## src/rtl/riscv_fetch_unit_pkg.sv

```systemverilog
// Shared types and constants for the instruction fetch stage.
package riscv_fetch_unit_pkg;

  typedef enum logic [1:0] {
    StIdle,
    StFetch,
    StFlush
  } fetch_state_t;

  // Canonical NOP (addi x0, x0, 0).
  localparam logic [31:0] INSTR_NOP = 32'h0000_0013;
  localparam int unsigned PC_INCR   = 4;

endpackage

```

## src/rtl/riscv_fetch_unit_if.sv

```systemverilog
// Instruction-memory request/response and core-side valid/ready signals.
interface riscv_fetch_unit_if #(
  parameter int unsigned DATA_WIDTH = 32
);

  logic                  imem_req_o;
  logic [DATA_WIDTH-1:0] imem_addr_o;
  logic                  imem_gnt_i;
  logic                  imem_rvalid_i;
  logic [DATA_WIDTH-1:0] imem_rdata_i;
  logic                  instr_valid_o;
  logic [DATA_WIDTH-1:0] instr_o;
  logic [DATA_WIDTH-1:0] instr_pc_o;
  logic                  instr_ready_i;

  // Fetch unit side.
  modport master (
    output imem_req_o, imem_addr_o,
    input  imem_gnt_i, imem_rvalid_i, imem_rdata_i,
    output instr_valid_o, instr_o, instr_pc_o,
    input  instr_ready_i
  );

  // Memory / core side.
  modport slave (
    input  imem_req_o, imem_addr_o,
    output imem_gnt_i, imem_rvalid_i, imem_rdata_i,
    input  instr_valid_o, instr_o, instr_pc_o,
    output instr_ready_i
  );

endinterface

```

## src/rtl/riscv_fetch_unit_fifo.sv

```systemverilog
// Small synchronous FIFO; a pop on a full FIFO frees the slot for a same-cycle push.
module riscv_fetch_fifo #(
  parameter int unsigned DEPTH = 4,
  parameter int unsigned WIDTH = 32
) (
  input  logic                     clk,
  input  logic                     rst_n,
  input  logic                     flush_i,
  input  logic                     push_i,
  input  logic [WIDTH-1:0]         data_i,
  input  logic                     pop_i,
  output logic [WIDTH-1:0]         data_o,
  output logic [$clog2(DEPTH):0]   count_o
);

  localparam int unsigned PtrW = $clog2(DEPTH);
  localparam int unsigned CntW = PtrW + 1;
  localparam logic [CntW-1:0] FullCount = CntW'(DEPTH);

  logic [WIDTH-1:0] mem_q [DEPTH];
  logic [PtrW-1:0]  wr_ptr_q, rd_ptr_q;
  logic [CntW-1:0]  count_q;
  logic             push_ok, pop_ok;

  assign pop_ok  = pop_i && (count_q != '0);
  assign push_ok = push_i && ((count_q != FullCount) || pop_ok);

  // Pointer and occupancy bookkeeping; flush empties without touching storage.
  always_ff @(posedge clk) begin
    if (!rst_n || flush_i) begin
      wr_ptr_q <= '0;
      rd_ptr_q <= '0;
      count_q  <= '0;
    end else begin
      if (push_ok) wr_ptr_q <= wr_ptr_q + PtrW'(1);
      if (pop_ok)  rd_ptr_q <= rd_ptr_q + PtrW'(1);
      count_q <= count_q + CntW'(push_ok) - CntW'(pop_ok);
    end
  end

  // Storage write.
  always_ff @(posedge clk) begin
    if (push_ok && !flush_i) mem_q[wr_ptr_q] <= data_i;
  end

  assign data_o  = mem_q[rd_ptr_q];
  assign count_o = count_q;

endmodule

```

## src/rtl/riscv_fetch_unit.sv

```systemverilog
// Instruction fetch stage: credit-limited sequential fetch, prefetch buffer, redirect flush.
module riscv_fetch_unit
  import riscv_fetch_unit_pkg::*;
#(
  parameter int unsigned           DATA_WIDTH = 32,
  parameter logic [DATA_WIDTH-1:0] RESET_PC   = '0,
  parameter int unsigned           FIFO_DEPTH = 4
) (
  input  logic                  clk,
  input  logic                  rst_n,
  riscv_fetch_unit_if.master    bus,
  input  logic                  redirect_i,
  input  logic [DATA_WIDTH-1:0] redirect_pc_i,
  output logic                  busy_o
);

  localparam int unsigned CntW = $clog2(FIFO_DEPTH) + 1;
  localparam int unsigned SumW = CntW + 1;

  fetch_state_t            state_q, state_d;
  logic [DATA_WIDTH-1:0]   fetch_pc_q, fetch_pc_d;
  logic [CntW-1:0]         outstanding_q, outstanding_d;
  logic [CntW-1:0]         discard_q, discard_d;
  logic [CntW-1:0]         buf_count, tag_count;
  logic [DATA_WIDTH-1:0]   tag_pc;
  logic [2*DATA_WIDTH-1:0] buf_head;
  logic [SumW-1:0]         credit_used;
  logic                    req, gnt_fire, rv_fire, buf_push, buf_pop, credit_ok, instr_valid;
  logic                    unused_redirect_lsb;

  assign unused_redirect_lsb = ^redirect_pc_i[1:0];

  // Tag queue holds one entry per issued-but-unanswered request, discards included,
  // so its count plus the buffer count is the total credit in use.
  assign credit_used = SumW'(buf_count) + SumW'(tag_count);
  assign credit_ok   = credit_used < SumW'(FIFO_DEPTH);
  assign gnt_fire    = req & bus.imem_gnt_i;
  // Responses with nothing pending (e.g. stragglers from before reset) are ignored.
  assign rv_fire     = bus.imem_rvalid_i & (tag_count != '0);
  assign buf_push    = rv_fire & (discard_q == '0) & ~redirect_i;
  assign instr_valid = (buf_count != '0);
  assign buf_pop     = instr_valid & bus.instr_ready_i;

  riscv_fetch_fifo #(
    .DEPTH (FIFO_DEPTH),
    .WIDTH (DATA_WIDTH)
  ) u_tag_queue (
    .clk     (clk),
    .rst_n   (rst_n),
    .flush_i (1'b0),
    .push_i  (gnt_fire),
    .data_i  (fetch_pc_q),
    .pop_i   (rv_fire),
    .data_o  (tag_pc),
    .count_o (tag_count)
  );

  riscv_fetch_fifo #(
    .DEPTH (FIFO_DEPTH),
    .WIDTH (2 * DATA_WIDTH)
  ) u_prefetch_buf (
    .clk     (clk),
    .rst_n   (rst_n),
    .flush_i (redirect_i),
    .push_i  (buf_push),
    .data_i  ({tag_pc, bus.imem_rdata_i}),
    .pop_i   (buf_pop),
    .data_o  (buf_head),
    .count_o (buf_count)
  );

  // Next fetch PC and request/discard counters.
  always_comb begin
    outstanding_d = outstanding_q;
    discard_d     = discard_q;
    fetch_pc_d    = fetch_pc_q;
    if (redirect_i) begin
      // Everything still in flight (minus a response landing now) becomes a discard.
      discard_d     = discard_q + outstanding_q - CntW'(rv_fire);
      outstanding_d = '0;
      fetch_pc_d    = {redirect_pc_i[DATA_WIDTH-1:2], 2'b00};
    end else begin
      if (rv_fire && (discard_q != '0)) discard_d = discard_q - CntW'(1);
      outstanding_d = outstanding_q + CntW'(gnt_fire) - CntW'(rv_fire && (discard_q == '0));
      if (gnt_fire) fetch_pc_d = fetch_pc_q + DATA_WIDTH'(PC_INCR);
    end
  end

  // FSM next state: FLUSH while any discards remain.
  always_comb begin
    state_d = state_q;
    unique case (state_q)
      StIdle:           state_d = StFetch;
      StFetch, StFlush: state_d = (discard_d != '0) ? StFlush : StFetch;
      default:          state_d = StIdle;
    endcase
  end

  // FSM output: request whenever credit allows, never in a redirect cycle.
  always_comb begin
    req = (state_q != StIdle) && !redirect_i && credit_ok;
  end

  // State register.
  always_ff @(posedge clk) begin
    if (!rst_n) begin
      state_q       <= StIdle;
      fetch_pc_q    <= RESET_PC;
      outstanding_q <= '0;
      discard_q     <= '0;
    end else begin
      state_q       <= state_d;
      fetch_pc_q    <= fetch_pc_d;
      outstanding_q <= outstanding_d;
      discard_q     <= discard_d;
    end
  end

  assign bus.imem_req_o    = req;
  assign bus.imem_addr_o   = fetch_pc_q;
  assign bus.instr_valid_o = instr_valid;
  assign bus.instr_o       = instr_valid ? buf_head[DATA_WIDTH-1:0] : '0;
  assign bus.instr_pc_o    = instr_valid ? buf_head[2*DATA_WIDTH-1:DATA_WIDTH] : '0;
  assign busy_o            = (outstanding_q != '0) || (discard_q != '0);

endmodule

```

## src/flat_wrapper.sv

```systemverilog
// flat-port wrapper written by rule: the top's interface ports become plain ports
module riscv_fetch_unit_flat import riscv_fetch_unit_pkg::*;
#(
  parameter int unsigned           DATA_WIDTH = 32,
  parameter logic [DATA_WIDTH-1:0] RESET_PC   = '0,
  parameter int unsigned           FIFO_DEPTH = 4
)
  (clk, rst_n, redirect_i, redirect_pc_i, busy_o, bus_imem_req_o, bus_imem_addr_o, bus_imem_gnt_i, bus_imem_rvalid_i, bus_imem_rdata_i, bus_instr_valid_o, bus_instr_o, bus_instr_pc_o, bus_instr_ready_i);
  riscv_fetch_unit_if #(.DATA_WIDTH(DATA_WIDTH)) bus_i ();
  input  logic clk;
  input  logic rst_n;
  input  logic redirect_i;
  input  logic [DATA_WIDTH-1:0] redirect_pc_i;
  output logic busy_o;
  output wire logic [$bits(bus_i.imem_req_o)-1:0] bus_imem_req_o;
  output wire logic [$bits(bus_i.imem_addr_o)-1:0] bus_imem_addr_o;
  input wire logic [$bits(bus_i.imem_gnt_i)-1:0] bus_imem_gnt_i;
  input wire logic [$bits(bus_i.imem_rvalid_i)-1:0] bus_imem_rvalid_i;
  input wire logic [$bits(bus_i.imem_rdata_i)-1:0] bus_imem_rdata_i;
  output wire logic [$bits(bus_i.instr_valid_o)-1:0] bus_instr_valid_o;
  output wire logic [$bits(bus_i.instr_o)-1:0] bus_instr_o;
  output wire logic [$bits(bus_i.instr_pc_o)-1:0] bus_instr_pc_o;
  input wire logic [$bits(bus_i.instr_ready_i)-1:0] bus_instr_ready_i;
  assign bus_imem_req_o = bus_i.imem_req_o;
  assign bus_imem_addr_o = bus_i.imem_addr_o;
  assign bus_i.imem_gnt_i = bus_imem_gnt_i;
  assign bus_i.imem_rvalid_i = bus_imem_rvalid_i;
  assign bus_i.imem_rdata_i = bus_imem_rdata_i;
  assign bus_instr_valid_o = bus_i.instr_valid_o;
  assign bus_instr_o = bus_i.instr_o;
  assign bus_instr_pc_o = bus_i.instr_pc_o;
  assign bus_i.instr_ready_i = bus_instr_ready_i;
  riscv_fetch_unit #(.DATA_WIDTH(DATA_WIDTH), .RESET_PC(RESET_PC), .FIFO_DEPTH(FIFO_DEPTH)) u_core (.clk(clk), .rst_n(rst_n), .bus(bus_i), .redirect_i(redirect_i), .redirect_pc_i(redirect_pc_i), .busy_o(busy_o));
endmodule
```

## config.mk

```make
export PLATFORM = sky130hd
export DESIGN_NAME = riscv_fetch_unit_flat
export DESIGN_NICKNAME = d
export VERILOG_FILES = /design/src/rtl/riscv_fetch_unit_pkg.sv /design/src/rtl/riscv_fetch_unit_if.sv /design/src/rtl/riscv_fetch_unit_fifo.sv /design/src/rtl/riscv_fetch_unit.sv /design/src/flat_wrapper.sv
export SDC_FILE = /design/constraint.sdc
export NUM_CORES = 1
export LEC_CHECK = 0
export CAP_MARGIN = 15
export CELL_PAD_IN_SITES_DETAIL_PLACEMENT = 1
export CELL_PAD_IN_SITES_GLOBAL_PLACEMENT = 1
export CORE_MARGIN = 2
export CORE_UTILIZATION = 49
export DETAILED_ROUTE_END_ITERATION = 7
export PLACE_DENSITY = 0.87
export SYNTH_ARGS = -nofsm -noshare
export SYNTH_HDL_FRONTEND = slang
export SYNTH_SLANG_ARGS = --single-unit
```

## constraint.sdc

```tcl
create_clock -name clk -period 4.21 [get_ports clk]
set_input_delay 0.421 -clock clk [delete_from_list [all_inputs] [get_ports clk]]
set_output_delay 0.421 -clock clk [all_outputs]
set_load 0.05 [all_outputs]
```

==> results of run 1 <==
## worst max-delay path by stage
stage | startpoint | end | slack [ns] | cells after the start
5_1_grt | u_core.u_prefetch_buf.count_o[1]$_SDFF_PP0_ | bus_instr_pc_o[19] | 0.52 | 4
4_1_cts | u_core.u_prefetch_buf.count_o[1]$_SDFF_PP0_ | bus_instr_pc_o[19] | 0.61 | 4
2_1_floorplan | u_core.discard_q[0]$_SDFF_PN0_ | u_core.u_prefetch_buf.mem_q[0][0]$_DFFE_PP_ | 1.13 | 5
3_5_place_dp | redirect_i | u_core.u_tag_queue.count_o[2]$_SDFF_PN0_ | 0.84 | 12
3_3_place_gp | redirect_i | u_core.u_tag_queue.count_o[2]$_SDFF_PN0_ | 0.89 | 12
6_report | u_core.u_prefetch_buf.count_o[1]$_SDFF_PP0_ | bus_instr_pc_o[19] | 0.70 | 4
## worst min-delay path: stages
cell             delay [ns]
clkdlybuf4s50_1        0.39
nand2_1                0.06
a21oi_1                0.05
## metal layers
metal | vias to the layer above | wire, um | GRT usage
met4 | 0 | 748 | 0.05575
met3 | 49 | 2145 | 0.03579
li1 | 4085 | - | -
met2 | 350 | 19700 | 0.3752
met1 | 4840 | 16240 | 0.2940
met5 | - | 0 | 0
## power groups by stage
stage	Clock [mW]	Combinational (mW)	Sequential, mW
detailed placement	0	1.85	5.26
global placement	0	1.78	5.23
finish	4.08	1.90	5.13
floorplan	0	1.28	5.17
global route	4.30	2.06	5.16
CTS	4.16	1.87	5.18
## sequential cells by signal, summed over array words and instances (netlist names), 3 cells and up, named ones only
| name | count |
|---|---|
| u_core.outstanding_q | 3 |
| u_core.u_tag_queue.mem_q | 120 |
| u_core.u_prefetch_buf.count_o | 3 |
| u_core.u_tag_queue.count_o | 3 |
| u_core.discard_q | 3 |
| u_core.bus.imem_addr_o | 30 |
| u_core.u_prefetch_buf.mem_q | 248 |
## placed cells by master, fill, tap and decap left out, types with 13 or more instances in the layout
cell,n
a31oi_1,13
ha_1,23
nor2_1,33
o21ai_0,23
buf_4,21
edfxtp_1,368
a21oi_1,23
clkdlybuf4s50_1,162
inv_1,29
nand3_1,15
xnor2_1,14
mux4_2,92
clkbuf_16,46
dfxtp_1,52
nand4_1,14
and2_1,74
nand2_1,28
## logic make-up after synthesis
logic type      after synthesis  share of synthesized area
buf+inv                      78                    0.01879
simple gates                210                    0.07059
fa+ha+maj                    27                    0.02175
xor+xnor                     23                    0.01191
compound gates               85                    0.03197
mux                          96                     0.1250
other cells                   1                  0.0002218
flops                       424                     0.7198
## layout make-up
class | count | area, um2
well taps | 455 | 569.3
clock inverters | 21 | 317.8
flip-flops and latches | 424 | 12180
fillers | 3043 | 13580
inverters | 29 | 108.9
multi-input cells | 445 | 4442
repair buffers | 188 | 1879
clock buffers | 58 | 1216
## through the flow
stage	instance area [um2]	instances
3_5_place_dp	19160	1540
3_3_place_gp	19160	1540
4_1_cts	20690	1619
5_1_grt	20710	1620
2_1_floorplan	16920	947
6_report	20710	1620
==> impl_metrics.env, run 1 <==
export IMPL_rsz0062_at_grt="false"
export IMPL_coreArea_um2=34290
export IMPL_tightest_slew_ns=1.132
export IMPL_grt_usage=0.2186
export IMPL_ys_top_cells_by_area="edfxtp_1, mux4_2, dfxtp_1"
export IMPL_synth_edf_count=368
export IMPL_post_cts_resized=0
export IMPL_max_cap_viol_count=0
export IMPL_slowest_stage="clkdlybuf4s50_1"
export IMPL_critPathMaxFanout=36
export IMPL_cts_sinks=424
export IMPL_cp_num_buf_inv=2
export IMPL_rr_worst_depth=12
export IMPL_clock_latency_ns=0.54
export IMPL_avgSynthCellArea_um2=17.91
export IMPL_drive_above_1_share=0.1725
export IMPL_slowest_delay_ns=0.88
export IMPL_clk_pin_slew_ns=0.06
export IMPL_cts_setup_buffers=0
export IMPL_setup_ws_ns=0.6998
export IMPL_yosysTopAreaCell="edfxtp_1"
export IMPL_power_frac_clock=0.367
export IMPL_ant_nets=0
export IMPL_fp_dieW_um=189.8
export IMPL_path_cells="or3_2, buf_4, and2_1, clkdlybuf4s50_1"
export IMPL_slew_headroom=0.2428
export IMPL_cts_tree="yes"
export IMPL_hold_path_depth=3
export IMPL_hold_end="u_core.bus.imem_addr_o[13]$_SDFFE_PN0P_"
export IMPL_dr_pass1_iters=5
export IMPL_dp_hpwl_um=24380
export IMPL_routed_wirelength_um=38830
export IMPL_p_leak_nw=6.762
export IMPL_reg2reg_from="u_core.u_tag_queue.count_o[2]$_SDFF_PN0_"
export IMPL_power_frac_comb=0.171
export IMPL_critPathCaptureType="primary output"
export IMPL_num_antenna_cells=0
export IMPL_grt_overflow=0
export IMPL_synthTopCellsByCount="edfxtp_1, mux4_2, and2_1, dfxtp_1, nor2_1"
export IMPL_num_io_pins=169
export IMPL_antenna_found_initial=0
export IMPL_fin_crit_ns=3.510
export IMPL_max_freq_mhz=284.9
export IMPL_cp_top_family="buffers and inverters"
export IMPL_synth_distinct_cells=53
export IMPL_worstHoldStart="redirect_pc_i[13]"
export IMPL_p_seq_frac=0.462
export IMPL_h_tree_depth=2
export IMPL_via_per_inst=5.756
export IMPL_ys_seq_area_frac=0.7198
export IMPL_r2r_slack_ns=1.07
export IMPL_first_global_vias=10170
export IMPL_initial_core_util=0.4932
export IMPL_critPathLaunchType="register"
export IMPL_rows=68
export IMPL_grt_pass1_wl_um=59880
export IMPL_min_path_type="in2reg"
export IMPL_wl_per_cell_um=23.97
export IMPL_synthMostInstantiatedCell="edfxtp_1"
export IMPL_ys_seq_elements=424
export IMPL_syn_area_um2=16910
export IMPL_die_h_um=189.8
export IMPL_post_place_ws_ns=0.8373
export IMPL_finalSetupTns_ns=0
export IMPL_peakVddDrop_uv=357.2
export IMPL_dieArea_um2=36010
export IMPL_synthToLayoutAreaGrowth_pct=22.49
export IMPL_sw_frac_of_total=0.2588
export IMPL_p_total_mw=11.12
export IMPL_drt_iter0_drc=625
export IMPL_synth_main_ff_cell="edfxtp_1"
export IMPL_finalSetupViolCount=0
export IMPL_yosysWarnings=0
export IMPL_synth_top_area_share=0.6535
export IMPL_ys_async_sr_fraction=0
export IMPL_drc=0
export IMPL_globalplace_congestion=0.7669
export IMPL_crit_type="reg2out"
export IMPL_nNetsFinal=1229
export IMPL_root_buffer="clkbuf_16"
export IMPL_slew_violations=0
export IMPL_portBuffers=162
export IMPL_cts_hold_buffers=0
export IMPL_p_per_area_nw_per_um2=536.7
export IMPL_finClkSkew_ns=0.009213
export IMPL_outcome="finished clean"
export IMPL_holdWs_ns=0.4499
export IMPL_clockBufferDepth=3
export IMPL_fin_crit_sh=0.8338
export IMPL_arrival_ns=3.09
export IMPL_intPower_mw=8.238
export IMPL_worstPathRequired_ns=3.79
export IMPL_num_vias=9324
export IMPL_grt_max_degree=37
export IMPL_hold_viol_final=0
export IMPL_r2r_end="u_core.u_tag_queue.count_o[2]$_SDFF_PN0_"
export IMPL_numCtsBuffers=44
export IMPL_final_util=0.6041
export IMPL_synth_cells=944
export IMPL_power_switching_mw=2.877
Power figures use the tool's default switching activity.
==> inputs of run 2 (changes only) <==
Settings changed: CORE_UTILIZATION 49 to 44, PLACE_DENSITY 0.87 to 0.83.
Clock period 4.21 ns to 3.15 ns, I/O delays scaled along.
==> impl_metrics.env, run 2 (synthesis gave the netlist of run 1 again) <==
export IMPL_worstPathRequired_ns=2.83
export IMPL_largest_reg_flops=248
export IMPL_ant_nets=0
export IMPL_cts_setup_buffers=0
export IMPL_drt_iter0_drc=566
export IMPL_max_cap_viol_count=0
export IMPL_slew_headroom=0.3497
export IMPL_max_freq_mhz=328.6
export IMPL_dp_hpwl_um=24590
export IMPL_coreArea_um2=37760
export IMPL_clockBufferDepth=3
export IMPL_fin_crit_sh=0.9661
export IMPL_grt_pass1_wl_um=59520
export IMPL_drc=0
export IMPL_fp_dieW_um=200.0
export IMPL_holdWs_ns=0.3513
export IMPL_largest_register="u_core.u_prefetch_buf.mem_q"
export IMPL_grt_usage=0.2000
export IMPL_busiest_layer="met2"
export IMPL_grt_max_degree=64
export IMPL_cts_sinks=424
export IMPL_finalSetupViolCount=0
export IMPL_wl_per_cell_um=22.89
export IMPL_min_path_type="in2reg"
export IMPL_synthToLayoutAreaGrowth_pct=23.39
export IMPL_arrival_ns=2.73
export IMPL_fin_crit_ns=3.043
export IMPL_tightest_slew_ns=0.9718
export IMPL_critPathCaptureType="primary output"
export IMPL_routed_wirelength_um=38630
export IMPL_slew_violations=0
export IMPL_drive_above_1_share=0.1793
export IMPL_layout_common_cells="edfxtp_1, clkdlybuf4s50_1, mux4_2"
export IMPL_nNetsFinal=1241
export IMPL_clock_latency_ns=0.56
export IMPL_clk_pin_slew_ns=0.06
export IMPL_finalSetupTns_ns=0
export IMPL_critPathMaxFanout=25
export IMPL_dp_cells=1609
export IMPL_final_common_cell="edfxtp_1"
export IMPL_portBuffers=162
export IMPL_num_vias=9296
export IMPL_finClkSkew_ns=0.01768
export IMPL_peakVddDrop_uv=395.2
export IMPL_grt_use_met2=0.3362
export IMPL_first_global_vias=9995
export IMPL_via_per_inst=5.507
export IMPL_dieArea_um2=40020
export IMPL_die_h_um=200.0
export IMPL_r2r_slack_ns=0.34
export IMPL_outcome="finished clean"
export IMPL_grtUsageMet1=0.2629
export IMPL_rsz0062_at_grt="false"
export IMPL_num_io_pins=169
export IMPL_root_buffer="clkbuf_16"
export IMPL_hold_viol_final=0
export IMPL_numCtsBuffers=44
export IMPL_h_tree_depth=2
export IMPL_final_cells=1688
export IMPL_p_leak_nw=6.919
export IMPL_fill_cells=3450
export IMPL_p_per_area_nw_per_um2=693.6
export IMPL_initial_core_util=0.4479
export IMPL_num_antenna_cells=0
export IMPL_critPathLaunchType="register"
export IMPL_gr_usage_met3=0.04049
export IMPL_cts_hold_buffers=0
export IMPL_cts_tree="yes"
export IMPL_dr_pass1_iters=5
export IMPL_rows=71
export IMPL_p_total_mw=14.47
export IMPL_antenna_found_initial=0
export IMPL_globalplace_congestion=0.8091
export IMPL_crit_type="reg2out"
export IMPL_grt_overflow=0
-- run 2: changes by cell type in the layout (fill, tap and decap cells not counted), moves of 3 or more --
cell,change
buf_12,+9
clkdlybuf4s50_1,-9
dlymetal6s2s_1,+7
bufinv_16,-5
buf_4,+4
clkinv_1,+4
inv_6,+4
and2_2,+3
and2_4,-3
-- run 2: layout make-up --
cell class | count | area (um2) | area share
flip-flops and latches | 424 | 12180 | 0.5837
well taps | 511 | 639.4 | 0.03064
repair buffers | 200 | 2096 | 0.1004
clock inverters | 22 | 193.9 | 0.009295
clock buffers | 57 | 1201 | 0.05757
inverters | 29 | 108.9 | 0.005217
multi-input cells | 445 | 4447 | 0.2131
-- run 2: worst paths after layout --
kind / startpoint / to / depth (start not counted)
worst max-delay path: register / bus_instr_pc_o[6] / 4
worst min-delay path: redirect_pc_i[22] / u_core.bus.imem_addr_o[22]$_SDFFE_PN0P_ / 3
worst max register to register: u_core.u_tag_queue.count_o[2]$_SDFF_PN0_ / u_core.u_tag_queue.count_o[2]$_SDFF_PN0_ / 12
worst min register to register: u_core.u_tag_queue.rd_ptr_q[1]$_SDFFE_PN0N_ / register / 2
-- run 2: routing by layer --
layer  wire [um]  vias to the layer above
met5           0                        -
li1            -                     4116
met1       16460                     4789
met4         942                        0
met2       18880                      320
met3        2353                       71
-- run 2: power by group --
group | internal, mW | total, mW | switching, mW | leakage, nW
registers | 6.58 | 6.80 | 0.222 | 3.80
logic | 1.08 | 2.63 | 1.55 | 2.43
clock network | 2.94 | 5.04 | 2.10 | 0.684
total | 10.6 | 14.5 | 3.87 | 6.92
-- run 2: repair_timing --
action                                  in CTS  in global routing
gates resized for setup                      1                  8
endpoints found under the setup margin       1                  8
gates cloned                                 0                  0
-- run 2: stage by stage --
step / setup slack [ns] / instance area, um2 / utilization
2_1_floorplan: 0.07134 / 16920 / -
3_3_place_gp: 0.2927 / 19440 / 0.5150
3_5_place_dp: 0.1817 / 19440 / 0.5150
4_1_cts: 0.01266 / 20840 / 0.5519
5_1_grt: 0.001309 / 20870 / 0.5526
6_report: 0.1068 / 20870 / 0.5526
-- run 2: critical path, cell delays in order, from the launching register on --
cell and delay (ns):
dfxtp_4 0.46, buf_12 0.26, mux4_2 0.54, and2_1 0.18
clkdlybuf4s50_1 0.70
